--- src/rtl/ypc_pkg.sv ---
// ypc_pkg -- shared types and constants for the YPC instruction-fetch stage.
//
// Contents:
//   YPC_XLEN      datapath width (PC, address, instruction)
//   YPC_RESET_PC  default architectural PC after reset
//   YPC_NOP       encoding of the canonical NOP (addi x0, x0, 0)
//   fetch_state_e fetch FSM states
package ypc_pkg;

    localparam int          YPC_XLEN     = 32;
    localparam logic [31:0] YPC_RESET_PC = 32'h8000_0000;
    localparam logic [31:0] YPC_NOP      = 32'h0000_0013;

    // IDLE: one cycle after reset release; REQ: request presented to memory;
    // WAIT: request accepted, response pending; HOLD: instruction offered to decode.
    typedef enum logic [1:0] {
        IDLE = 2'd0,
        REQ  = 2'd1,
        WAIT = 2'd2,
        HOLD = 2'd3
    } fetch_state_e;

endpackage

--- src/rtl/ifu_out_buf.sv ---
// ifu_out_buf -- one-entry valid/ready holding register for {inst, pc}
// between fetch and decode.
//
// Ports:
//   clk, rst            clock; asynchronous active-low reset
//   load                capture load_inst/load_pc and raise out_valid
//   load_inst, load_pc  entry to capture
//   flush               drop the held entry without a handshake (wins over all)
//   out_valid/out_ready decode-side handshake
//   out_inst, out_pc    held entry; stable while out_valid and not consumed
module ifu_out_buf
    import ypc_pkg::*;
#(
    parameter int XLEN = YPC_XLEN
) (
    input  logic            clk,
    input  logic            rst,
    input  logic            load,
    input  logic [XLEN-1:0] load_inst,
    input  logic [XLEN-1:0] load_pc,
    input  logic            flush,
    output logic            out_valid,
    input  logic            out_ready,
    output logic [XLEN-1:0] out_inst,
    output logic [XLEN-1:0] out_pc
);

    logic            valid_q, valid_d;
    logic [XLEN-1:0] inst_q,  inst_d;
    logic [XLEN-1:0] pc_q,    pc_d;

    always_comb begin
        // NOTE: every variable gets a default before any branch, so no path
        // leaves it unassigned and no latch is inferred.
        valid_d = valid_q;
        inst_d  = inst_q;
        pc_d    = pc_q;
        if (flush) begin
            valid_d = 1'b0;
        end else if (load) begin
            valid_d = 1'b1;
            inst_d  = load_inst;
            pc_d    = load_pc;
        end else if (valid_q && out_ready) begin
            valid_d = 1'b0;
        end
    end

    // NOTE: state registers use non-blocking assignment so every flop samples
    // pre-edge values regardless of process evaluation order.
    always_ff @(posedge clk or negedge rst) begin
        if (!rst) begin
            valid_q <= 1'b0;
            inst_q  <= XLEN'(YPC_NOP);
            pc_q    <= '0;
        end else begin
            valid_q <= valid_d;
            inst_q  <= inst_d;
            pc_q    <= pc_d;
        end
    end

    assign out_valid = valid_q;
    assign out_inst  = inst_q;
    assign out_pc    = pc_q;

endmodule

--- src/rtl/ifu_fetch.sv ---
// ifu_fetch -- instruction-fetch stage of the YPC core.
//
// Owns the architectural PC, issues one word-aligned fetch at a time over a
// valid/ready request channel, and hands {inst, pc} to decode through
// ifu_out_buf. A one-cycle redirect from execute overrides every other event.
//
// Ports:
//   clk, rst                       clock; asynchronous active-low reset
//   mem_req_valid/ready/addr       fetch request (addr always word aligned)
//   mem_resp_valid/data            fetch response (at most one per request)
//   out_valid/ready, out_inst/pc   instruction to decode
//   redirect_valid, redirect_pc    redirect pulse and target (bits [1:0] ignored)
module ifu_fetch
    import ypc_pkg::*;
#(
    parameter int            XLEN     = YPC_XLEN,
    parameter logic [XLEN-1:0] RESET_PC = YPC_RESET_PC
) (
    input  logic            clk,
    input  logic            rst,
    output logic            mem_req_valid,
    input  logic            mem_req_ready,
    output logic [XLEN-1:0] mem_req_addr,
    input  logic            mem_resp_valid,
    input  logic [XLEN-1:0] mem_resp_data,
    output logic            out_valid,
    input  logic            out_ready,
    output logic [XLEN-1:0] out_inst,
    output logic [XLEN-1:0] out_pc,
    input  logic            redirect_valid,
    input  logic [XLEN-1:0] redirect_pc
);

    fetch_state_e    state_q, state_d;
    logic [XLEN-1:0] pc_q, pc_d;
    logic            drop_q, drop_d;      // a stale response is still owed by memory
    logic            req_valid_q, req_valid_d;

    logic            req_fire;
    logic            buf_load;
    logic            buf_flush;
    logic [XLEN-1:0] redirect_target;
    logic            redirect_lsb_unused;

    assign req_fire            = req_valid_q && mem_req_ready;
    assign redirect_target     = {redirect_pc[XLEN-1:2], 2'b00};
    assign redirect_lsb_unused = ^redirect_pc[1:0];

    always_comb begin
        state_d   = state_q;
        pc_d      = pc_q;
        drop_d    = drop_q;
        buf_load  = 1'b0;
        buf_flush = 1'b0;

        case (state_q)
            IDLE: begin
                state_d = REQ;
                if (redirect_valid) pc_d = redirect_target;
            end

            REQ: begin
                if (redirect_valid) begin
                    pc_d = redirect_target;
                    // If the old request was just accepted its response must
                    // still be absorbed before fetching from the new target.
                    if (req_fire) begin
                        drop_d  = 1'b1;
                        state_d = WAIT;
                    end
                end else if (req_fire) begin
                    state_d = WAIT;
                end
            end

            WAIT: begin
                if (redirect_valid) begin
                    pc_d = redirect_target;
                    if (mem_resp_valid) begin
                        drop_d  = 1'b0;
                        state_d = REQ;
                    end else begin
                        drop_d  = 1'b1;
                    end
                end else if (mem_resp_valid) begin
                    if (drop_q) begin
                        drop_d  = 1'b0;
                        state_d = REQ;
                    end else begin
                        buf_load = 1'b1;
                        state_d  = HOLD;
                    end
                end
            end

            HOLD: begin
                if (redirect_valid) begin
                    // Flush wins over a same-cycle out_ready: the stale
                    // instruction must not be counted as consumed.
                    buf_flush = 1'b1;
                    pc_d      = redirect_target;
                    state_d   = REQ;
                end else if (out_valid && out_ready) begin
                    pc_d    = pc_q + XLEN'(4);   // wraps modulo 2^XLEN
                    state_d = REQ;
                end
            end

            default: state_d = IDLE;
        endcase

        // Registered request valid: asserted exactly while the FSM sits in REQ.
        req_valid_d = (state_d == REQ);
    end

    always_ff @(posedge clk or negedge rst) begin
        if (!rst) begin
            state_q     <= IDLE;
            pc_q        <= RESET_PC;
            drop_q      <= 1'b0;
            req_valid_q <= 1'b0;
        end else begin
            state_q     <= state_d;
            pc_q        <= pc_d;
            drop_q      <= drop_d;
            req_valid_q <= req_valid_d;
        end
    end

    assign mem_req_valid = req_valid_q;
    assign mem_req_addr  = pc_q;

    ifu_out_buf #(
        .XLEN (XLEN)
    ) u_out_buf (
        .clk       (clk),
        .rst       (rst),
        .load      (buf_load),
        .load_inst (mem_resp_data),
        .load_pc   (pc_q),
        .flush     (buf_flush),
        .out_valid (out_valid),
        .out_ready (out_ready),
        .out_inst  (out_inst),
        .out_pc    (out_pc)
    );

endmodule

--- config.mk ---
export PLATFORM = sky130hd
export DESIGN_NAME = ifu_fetch
export DESIGN_NICKNAME = d
export VERILOG_FILES = /design/src/rtl/ypc_pkg.sv /design/src/rtl/ifu_out_buf.sv /design/src/rtl/ifu_fetch.sv
export SDC_FILE = /design/constraint.sdc
export NUM_CORES = 1
export LEC_CHECK = 0
export ABC_AREA = 1
export CORE_MARGIN = 2
export CORE_UTILIZATION = 30
export DETAILED_ROUTE_END_ITERATION = 10
export GPL_TIMING_DRIVEN = 0
export HOLD_SLACK_MARGIN = 0.02
export PLACE_DENSITY = 0.7
export SYNTH_ARGS = -nofsm -noshare
export SYNTH_HDL_FRONTEND = slang
export SYNTH_SLANG_ARGS = --single-unit
export TNS_END_PERCENT = 100
--- constraint.sdc ---
create_clock -name clk -period 1.3 [get_ports clk]
set_input_delay 0.39 -clock clk [delete_from_list [all_inputs] [get_ports clk]]
set_output_delay 0.39 -clock clk [all_outputs]
set_load 0.01 [all_outputs]
== Yosys cells after proc, flatten, opt, wreduce, memory -nomap -nowiden ==
Index checks and enable logic that the tools add are counted.
Operators by class
  add/sub/neg operators: 1
  $mul: 0
  divide/modulo/power cells: 0
  $lt $le $gt $ge: 0
  equal/unequal tests: 9
  shifts and indexed selects: 0
  muxes and demuxes: 27
  bitwise operators: 1
  reduce and logical (&&, ||, !) cells: 9
Operators by type and width (count)
  32-bit two-way mux: 3
  32-bit case mux with 2 select lines: 1
  32-bit by 3-bit adder with 32-bit output (second input constant): 1
  1-bit two-way mux: 14
  2-bit two-way mux: 7
  2-bit case mux with 4 select lines: 1
  3-bit != test (second input constant): 2
  2-bit by 1-bit == test with 1-bit output (second input constant): 2
  2-bit == test (second input constant): 2
  2-bit != test (second input constant): 2
  2-bit AND reduction: 2
  4-bit AND reduction: 1
  3-bit nonzero test: 1
  3-bit OR reduction: 1
  1-bit logical AND: 2
  2-bit logical NOT: 1
  2-bit by 1-bit != test with 1-bit output (second input constant): 1
  1-bit case mux with 2 select lines: 1
  2-bit nonzero test: 1
  1-bit inverter: 1
Word-level totals
  flip-flop bits (word level): 101
  latch bits: 0
  bits in writable memories: 0
  memory bits (read-only): 0
  bits of input ports: 70
  output and inout bits: 98
  word-level logic and storage cells: 54
  memories kept: 0

== Longest topological paths before layout ==
Gate-level depths: netlist (run 1).
  depth after elaboration: 6
  mapped depth: 10
  mapped depth without buffers: 10

== By module ==
Synthesis (run 1) repeated with hierarchy kept, for this count alone.
Unflattened totals
  cell total of the unflattened synthesis: 691
  area, all modules: 5192.5 um^2
Modules (own cells, without submodules)
  ifu_out_buf: times used 1, cells an instance 283, area an instance 2606.2 um^2, sequential area each 1630.3 um^2
  ifu_fetch: times used 1, cells an instance 408, area an instance 2586.2 um^2, sequential area each 852.1 um^2

== Worst setup path before layout (run 1) ==
No wires, ideal clock.
  kind: reg-to-reg
  from: register pc_q[3], in the netlist mem_req_addr[3]
  to: register pc_q[20], in the netlist mem_req_addr[20]
  library setup time: 120 ps
  arrival time: 1395 ps
  required time: 1180 ps
  slack: -215 ps
  cell stages (with the launch flop): 9
  buffers on the path: 0
  period minus slack after synthesis: 1515 ps
  cells stage by stage: dfrtp_1 > ha_1 > nand2_1 > nor2_1 > nand2_1 > nor2_1 > nand3_1 > o21ai_0 > nor2_1
On the way
  cells in the longest elaborated chain, start to end: 4
Ends and longest elaborated chain
  start, declared: line ifu_fetch.sv:35  | logic [XLEN-1:0] pc_q, pc_d;
  start signal, assigned: line ifu_fetch.sv:124  | pc_q <= pc_d;
  32-bit by 3-bit adder with 32-bit output: line ifu_fetch.sv:104  | pc_d = pc_q + XLEN'(4);
  32-bit two-way mux: line ifu_fetch.sv:103  | end else if (out_valid && out_ready) begin
  32-bit two-way mux: line ifu_fetch.sv:97  | if (redirect_valid) begin
  32-bit case mux with 2 select lines: line ifu_fetch.sv:56  | case (state_q)
No other way between the ends. The select of a mux whose other input is x is not followed.
A chain may end at the register's enable or synchronous reset.

== Final worst setup path (run 1) ==
  from: register pc_q[3], in the netlist mem_req_addr[3]
  to: register pc_q[11], in the netlist mem_req_addr[11]
Same word-level chain as after synthesis.

==> flow_metrics.tcl, run 1 <==
set metrics [dict create \
    status "complete, but fails checks" \
    violations "setup timing" \
    power_frac_seq 0.339 \
    clk_pin_slew_ns 0.07 \
    grt_start_max_net_pins 56 \
    setup_viol 125 \
    cts_tree "done" \
    num_rows 46 \
    grtUsageMet3 0.0419 \
    drtPass1Iterations 6 \
    synth_top_cells_by_count "156 x nand2_1, 98 x nor2_1, 93 x dfrtp_1" \
    max_freq_mhz 622 \
    grt_pass1_wl_um 28000 \
    rsz0062_at_grt "true" \
    yosys.area.top_type_share 0.482 \
    diodes 0 \
    fin_skew_ns 0.0127 \
    cts_buffers 9 \
    clk_latency_ns 0.37 \
    seq_area_um2 2460 \
    switchingPower_uw 4750 \
    cts_sinks 97 \
    core-area_um2 15800 \
    crit_type "flop to flop" \
    multi_input_area_um2 2940 \
    p_per_area_nw_per_um2 1520 \
    synth_cell_types 33 \
    leakagePower_uw 0.00449 \
    intPower_uw 9080 \
    clkPwrFrac 0.214 \
    end_kind "flop" \
    wl_per_cell_um 18.6 \
    startpoint_type "flop" \
    synth_seq_cells 97 \
    maxCapViolations 0 \
    netlist_area_um2 4830 \
    num-fill-cells 1286 \
    p_total_uw 13800 \
    vias 5600 \
    htree_levels 3 \
    grt_pass1_vias 5203 \
    start_util 0.305 \
    syn_to_final_growth_pct 88.9 \
    grt_util_met1 0.281 \
    nets 955 \
    yosysMostFrequentCell "nand2_1" \
    antenna_found_initial 0 \
    worstPathRequired_ns 1.54 \
    hp-class "input port to async pin" \
    die_x_um 131 \
    synth_cells 586 \
    finalHoldViolCount 0 \
    die_area_um2 17100 \
    yosysWarnings 0 \
    drive_above_1_share 0.540 \
    worstPathMaxFanout 3 \
    gp_congestion 0.929 \
    max_slew.worst_pin.slew_ns 0.622 \
    vdd_ir_drop_max_mv 0.797 \
    die_height_um 131 \
    slew_headroom 0.585 \
    synthArstFlopShare 1.00 \
    switching_share 0.343 \
    cts_root_buffer "clkbuf_16" \
    final_util 0.576 \
    period_needed_ns 1.61 \
    synth_ff_type "dfrtp_1" \
    timing.final.crit_share 1.24 \
    drtAntennaViolNets 0 \
    yosysTopAreaCell "dfrtp_1" \
    worst_slack_ns -0.309 \
    drt-initial-drc-count 379 \
    cp.arrival_ns 1.85 \
    grt_use_total 0.218 \
    maxSlewViolCount 0 \
    gr-total-overflow 0 \
    yosys-top-cells-area "dfrtp_1 48%, nand2_1 12%, mux2_1 7.9%" \
    cts_buffer_depth 2 \
    synth_edf_count 0 \
    p_comb_frac 0.447 \
    pin_count 168 \
    grtUsageMet2 0.356 \
    port_buffers 160 \
    busiest_layer "met2" \
    synth_seq_area_share 0.504 \
    dp_hpwl_um 12100 \
    vias_per_cell 5.07 \
    wirelength_um 20500 \
    drc 0 \
    avgSynthCellArea_um2 8.24 \
]
[area by class of cell]
class	count	area share
multi-input combinational	421	0.322
tap	216	0.0296
sequential	97	0.270
buffer	22	0.0335
inverter	49	0.0214
timing repair buffer	283	0.287
clock inverter	4	0.00837
clock buffer	12	0.0270
timing repair inverter	1	0.000961
[registers in the layout (all words and copies together), names as in the netlist]
name / cells
u_out_buf.out_inst: 32
mem_req_addr: 30
u_out_buf.out_pc: 30
state_q: 2
drop_q: 1
mem_req_valid: 1
u_out_buf.out_valid: 1
[worst max-delay path: stages, from the launching register on]
cell	delay (ns)
dfrtp_1	0.39
buf_6	0.13
buf_6	0.11
nand2_4	0.05
nor2_4	0.14
nand3_4	0.12
or2_1	0.27
o22ai_1	0.18
nor2_1	0.08
[routing by layer]
layer | part of all wire | up-vias | wire, µm
met5 | 0 | - | 0
li1 | - | 2492 | -
met4 | 0.046 | 0 | 934
met1 | 0.39 | 2669 | 8070
met3 | 0.085 | 88 | 1750
met2 | 0.48 | 351 | 9750
[per-stage QoR]
stage | TNS, ns | setup WS [ns] | hold slack [ns] | cells | area [µm²]
2_1_floorplan | -3.38 | -0.132 | 0.0944 | 589 | 5040
3_3_place_gp | -432.18 | -4.31 | 0.468 | 965 | 6920
3_5_place_dp | -55.33 | -0.654 | 0.436 | 966 | 6940
4_1_cts | -14.67 | -0.197 | 0.0532 | 1065 | 8170
5_1_grt | -26.76 | -0.379 | 0.0889 | 1105 | 9120
6_report | -19.08 | -0.309 | 0.0409 | 1105 | 9120
[cells in the final DEF, fill, tap and decap left out, types with 7 or more instances in the layout]
master / Yosys / routed
buf_6: 5 / 73
nor2_2: 2 / 24
buf_8: 0 / 10
nand3_1: 35 / 24
nand3_2: 0 / 9
nand2_2: 1 / 37
nand2_4: 0 / 21
o22ai_1: 8 / 7
buf_4: 4 / 83
clkbuf_16: 0 / 17
dfrtp_1: 93 / 70
clkdlybuf4s50_1: 0 / 63
o21ai_2: 0 / 23
nand2_1: 156 / 98
buf_2: 4 / 54
nor2_1: 98 / 54
o21ai_1: 1 / 17
nor2_4: 2 / 24
mux2_4: 0 / 34
inv_1: 48 / 43
dfrtp_2: 0 / 23
[path summary, 6_finish.rpt]
kind | from | endpoint | cells after the start | slack, ns
worst max register to register | mem_req_addr[3]$_DFFE_PN0P_ | mem_req_addr[11]$_DFFE_PN0P_ | 8 | -0.31
worst min register to register | u_out_buf.out_pc[5]$_DFFE_PN0P_ | u_out_buf.out_pc[5]$_DFFE_PN0P_ | 2 | 0.49
worst min-delay path | rst | u_out_buf.out_inst[5]$_DFFE_PN0P_ | 1 | 0.04
min in group clk | redirect_valid | mem_req_addr[13]$_DFFE_PN0P_ | 3 | 0.40
worst max-delay path | mem_req_addr[3]$_DFFE_PN0P_ | mem_req_addr[11]$_DFFE_PN0P_ | 8 | -0.31
max in group asynchronous | rst | mem_req_addr[26]$_DFFE_PN0P_ | 2 | 0.54
[logic make-up after synthesis]
family                     synth area share
and+or+nand+nor                       0.267
other                              0.000777
xor gates and xnor gates            0.00181
muxes                                0.0816
DFF                                   0.504
buffers and inverters                0.0682
adders and majority gates           0.00259
AOI/OAI and AO/OA                    0.0744
[power by group through the flow]
stage	Combinational, µW	Clock (µW)	Sequential (µW)
floorplan	1620	0	5010
global placement	4500	0	4660
detailed placement	4550	0	4700
CTS	5080	3000	4580
global route	6590	3150	4790
finish	6180	2960	4690
[what timing repair did]
action	CTS	global route
pin swaps	41	35
buffers inserted	76	38
hold buffers	0	0
gates resized for setup	592	162
endpoints found under the hold margin	0	0
endpoints found under the setup margin	189	157
cloned	7	5
Power figures use the tool's default switching activity.
==> run 2, diff against run 1 <==
--- a/config.mk
+++ b/config.mk
@@ -6,12 +6,14 @@
 export NUM_CORES = 1
 export LEC_CHECK = 0
 export ABC_AREA = 1
+export CELL_PAD_IN_SITES_DETAIL_PLACEMENT = 1
+export CELL_PAD_IN_SITES_GLOBAL_PLACEMENT = 1
 export CORE_MARGIN = 2
 export CORE_UTILIZATION = 30
 export DETAILED_ROUTE_END_ITERATION = 10
 export GPL_TIMING_DRIVEN = 0
 export HOLD_SLACK_MARGIN = 0.02
-export PLACE_DENSITY = 0.7
+export PLACE_DENSITY = 0.89
 export SYNTH_ARGS = -nofsm -noshare
 export SYNTH_HDL_FRONTEND = slang
 export SYNTH_SLANG_ARGS = --single-unit
==> flow_metrics.tcl, run 2 (same netlist as run 1, synthesis figures left out) <==
set metrics [dict create \
    grt_pass1_wl_um 36800 \
    grt_pass1_vias 6452 \
    port_buffers 160 \
    grt_use_total 0.290 \
    status "complete, but fails checks" \
    core-area_um2 15800 \
    worstPathRequired_ns 1.54 \
    htree_levels 3 \
    end_kind "flop" \
    max_slew.worst_pin.slew_ns 0.723 \
    syn_to_final_growth_pct 97.5 \
    setup_viol 168 \
    wl_per_cell_um 28.3 \
    reg2reg_from "mem_req_addr[6]$_DFFE_PN0P_" \
    cts_tree "done" \
    drtPass1Iterations 8 \
    pin_count 168 \
    max_freq_mhz 531 \
    fin_tns_setup_ns -37.32 \
    diodes 0 \
    cts_buffer_depth 2 \
    clk_latency_ns 0.38 \
    num_rows 46 \
    grt_start_max_net_pins 68 \
    cts_root_buffer "clkbuf_16" \
    antenna_found_initial 0 \
    maxCapViolations 0 \
    rsz0062_at_grt "true" \
    startpoint "mem_req_addr[6]$_DFFE_PN0P_" \
    vdd_ir_drop_max_mv 0.784 \
    drtAntennaViolNets 0 \
    vias 6348 \
    final_cell_mix "101 x nand2_1, 101 x buf_4, 80 x buf_6" \
    fin_hold_ws_ns 0.461 \
    cp.arrival_ns 2.13 \
    drc 0 \
    stdcell_count 1131 \
    crit_type "flop to flop" \
    violations "setup timing" \
    hp-class "input port to flop" \
    dp_cells 966 \
    die_area_um2 17100 \
    period_needed_ns 1.88 \
    wirelength_um 32000 \
    die_height_um 131 \
    p_total_uw 15200 \
    slew_headroom 0.518 \
    start_util 0.305 \
    fin_skew_ns 0.0127 \
    gr-total-overflow 0 \
    largest_register_ffs 32 \
    finalHoldViolCount 0 \
    worst_slack_ns -0.584 \
    leakagePower_uw 0.00463 \
    p_per_area_nw_per_um2 1590 \
    clk_pin_slew_ns 0.08 \
    startpoint_type "flop" \
    hold_path_startpoint "out_ready" \
    cts_buffers 9 \
    nets 981 \
    timing.final.crit_share 1.45 \
    drive_above_1_share 0.576 \
    cts_sinks 97 \
    die_x_um 131 \
    num-fill-cells 1728 \
    gp_congestion 0.898 \
    dp_hpwl_um 13400 \
    vias_per_cell 5.61 \
    drt-initial-drc-count 534 \
    maxSlewViolCount 0 \
    worstPathMaxFanout 5 \
]
run 2: final timing paths:
check / slack [ns] / cells past startpoint / to
setup / recovery: -0.58 / 6 / mem_req_addr[11]$_DFFE_PN0P_
hold / removal: 0.46 / 2 / u_out_buf.out_valid$_DFFE_PN0P_
setup reg to reg: -0.58 / 6 / mem_req_addr[11]$_DFFE_PN0P_
hold reg to reg: 0.51 / 2 / u_out_buf.out_pc[23]$_DFFE_PN0P_
max in group asynchronous: 0.10 / 3 / mem_req_addr[31]$_DFFE_PN1P_
min in group asynchronous: 0.50 / 2 / u_out_buf.out_inst[3]$_DFFE_PN0P_
run 2: through the flow:
stage	instance area [µm²]	setup WS, ns	util
after floorplan	5040	-0.132	-
after global placement	6920	-4.22	0.437
after detailed placement	6940	-0.679	0.438
after CTS	8410	-0.249	0.531
after global routing	9530	-0.587	0.602
final	9530	-0.584	0.602
run 2: timing repair:
item / in CTS / in global routing
gates resized for setup: 597 / 209
setup endpoints to repair: 189 / 217
pin swaps: 32 / 34
hold endpoints to repair: 28 / 0
setup buffers: 84 / 56
gates cloned: 12 / 2
hold buffers: 1 / 0
run 2: worst max-delay path: stages, from the launching register on:
cell and delay [ns]:
dfrtp_2 0.46, nand2_2 0.18, nor2_4 0.26, nand3_4 0.18
or2_4 0.29, o22ai_1 0.23, nor2_1 0.14
run 2: cell type report:
| cell class | count | area, µm² | area share |
|---|---|---|---|
| Timing Repair inverter | 1 | 16.3 | 0.00171 |
| Clock buffer | 12 | 246 | 0.0259 |
| Inverter | 49 | 193 | 0.0202 |
| Timing Repair Buffer | 309 | 2910 | 0.306 |
| Sequential cell | 97 | 2460 | 0.258 |
| Tap cell | 216 | 270 | 0.0284 |
| Buffer | 22 | 305 | 0.0320 |
| Clock inverter | 4 | 51.3 | 0.00538 |
| Multi-Input combinational cell | 421 | 3070 | 0.322 |
run 2: report_power, final:
group          switching [µW]  internal, µW
logic                    3630          3780
registers                 891          4000
clock network            1330          1550
total                    5850          9330
run 2: metal layers:
metal,track usage,wire (µm),vias up
met2,0.509,15200,485
met4,0.193,3100,0
met5,0,0,-
li1,-,-,2547
met1,0.299,10700,3100
met3,0.0851,2940,216
==> run 3, diff against run 2 <==
--- a/config.mk
+++ b/config.mk
@@ -6,14 +6,12 @@
 export NUM_CORES = 1
 export LEC_CHECK = 0
 export ABC_AREA = 1
-export CELL_PAD_IN_SITES_DETAIL_PLACEMENT = 1
-export CELL_PAD_IN_SITES_GLOBAL_PLACEMENT = 1
 export CORE_MARGIN = 2
 export CORE_UTILIZATION = 30
 export DETAILED_ROUTE_END_ITERATION = 10
 export GPL_TIMING_DRIVEN = 0
 export HOLD_SLACK_MARGIN = 0.02
-export PLACE_DENSITY = 0.89
+export PLACE_DENSITY = 0.7
 export SYNTH_ARGS = -nofsm -noshare
 export SYNTH_HDL_FRONTEND = slang
 export SYNTH_SLANG_ARGS = --single-unit
==> results of run 3 <==
The final DEF is identical to that of run 1; final timing and power are the same.
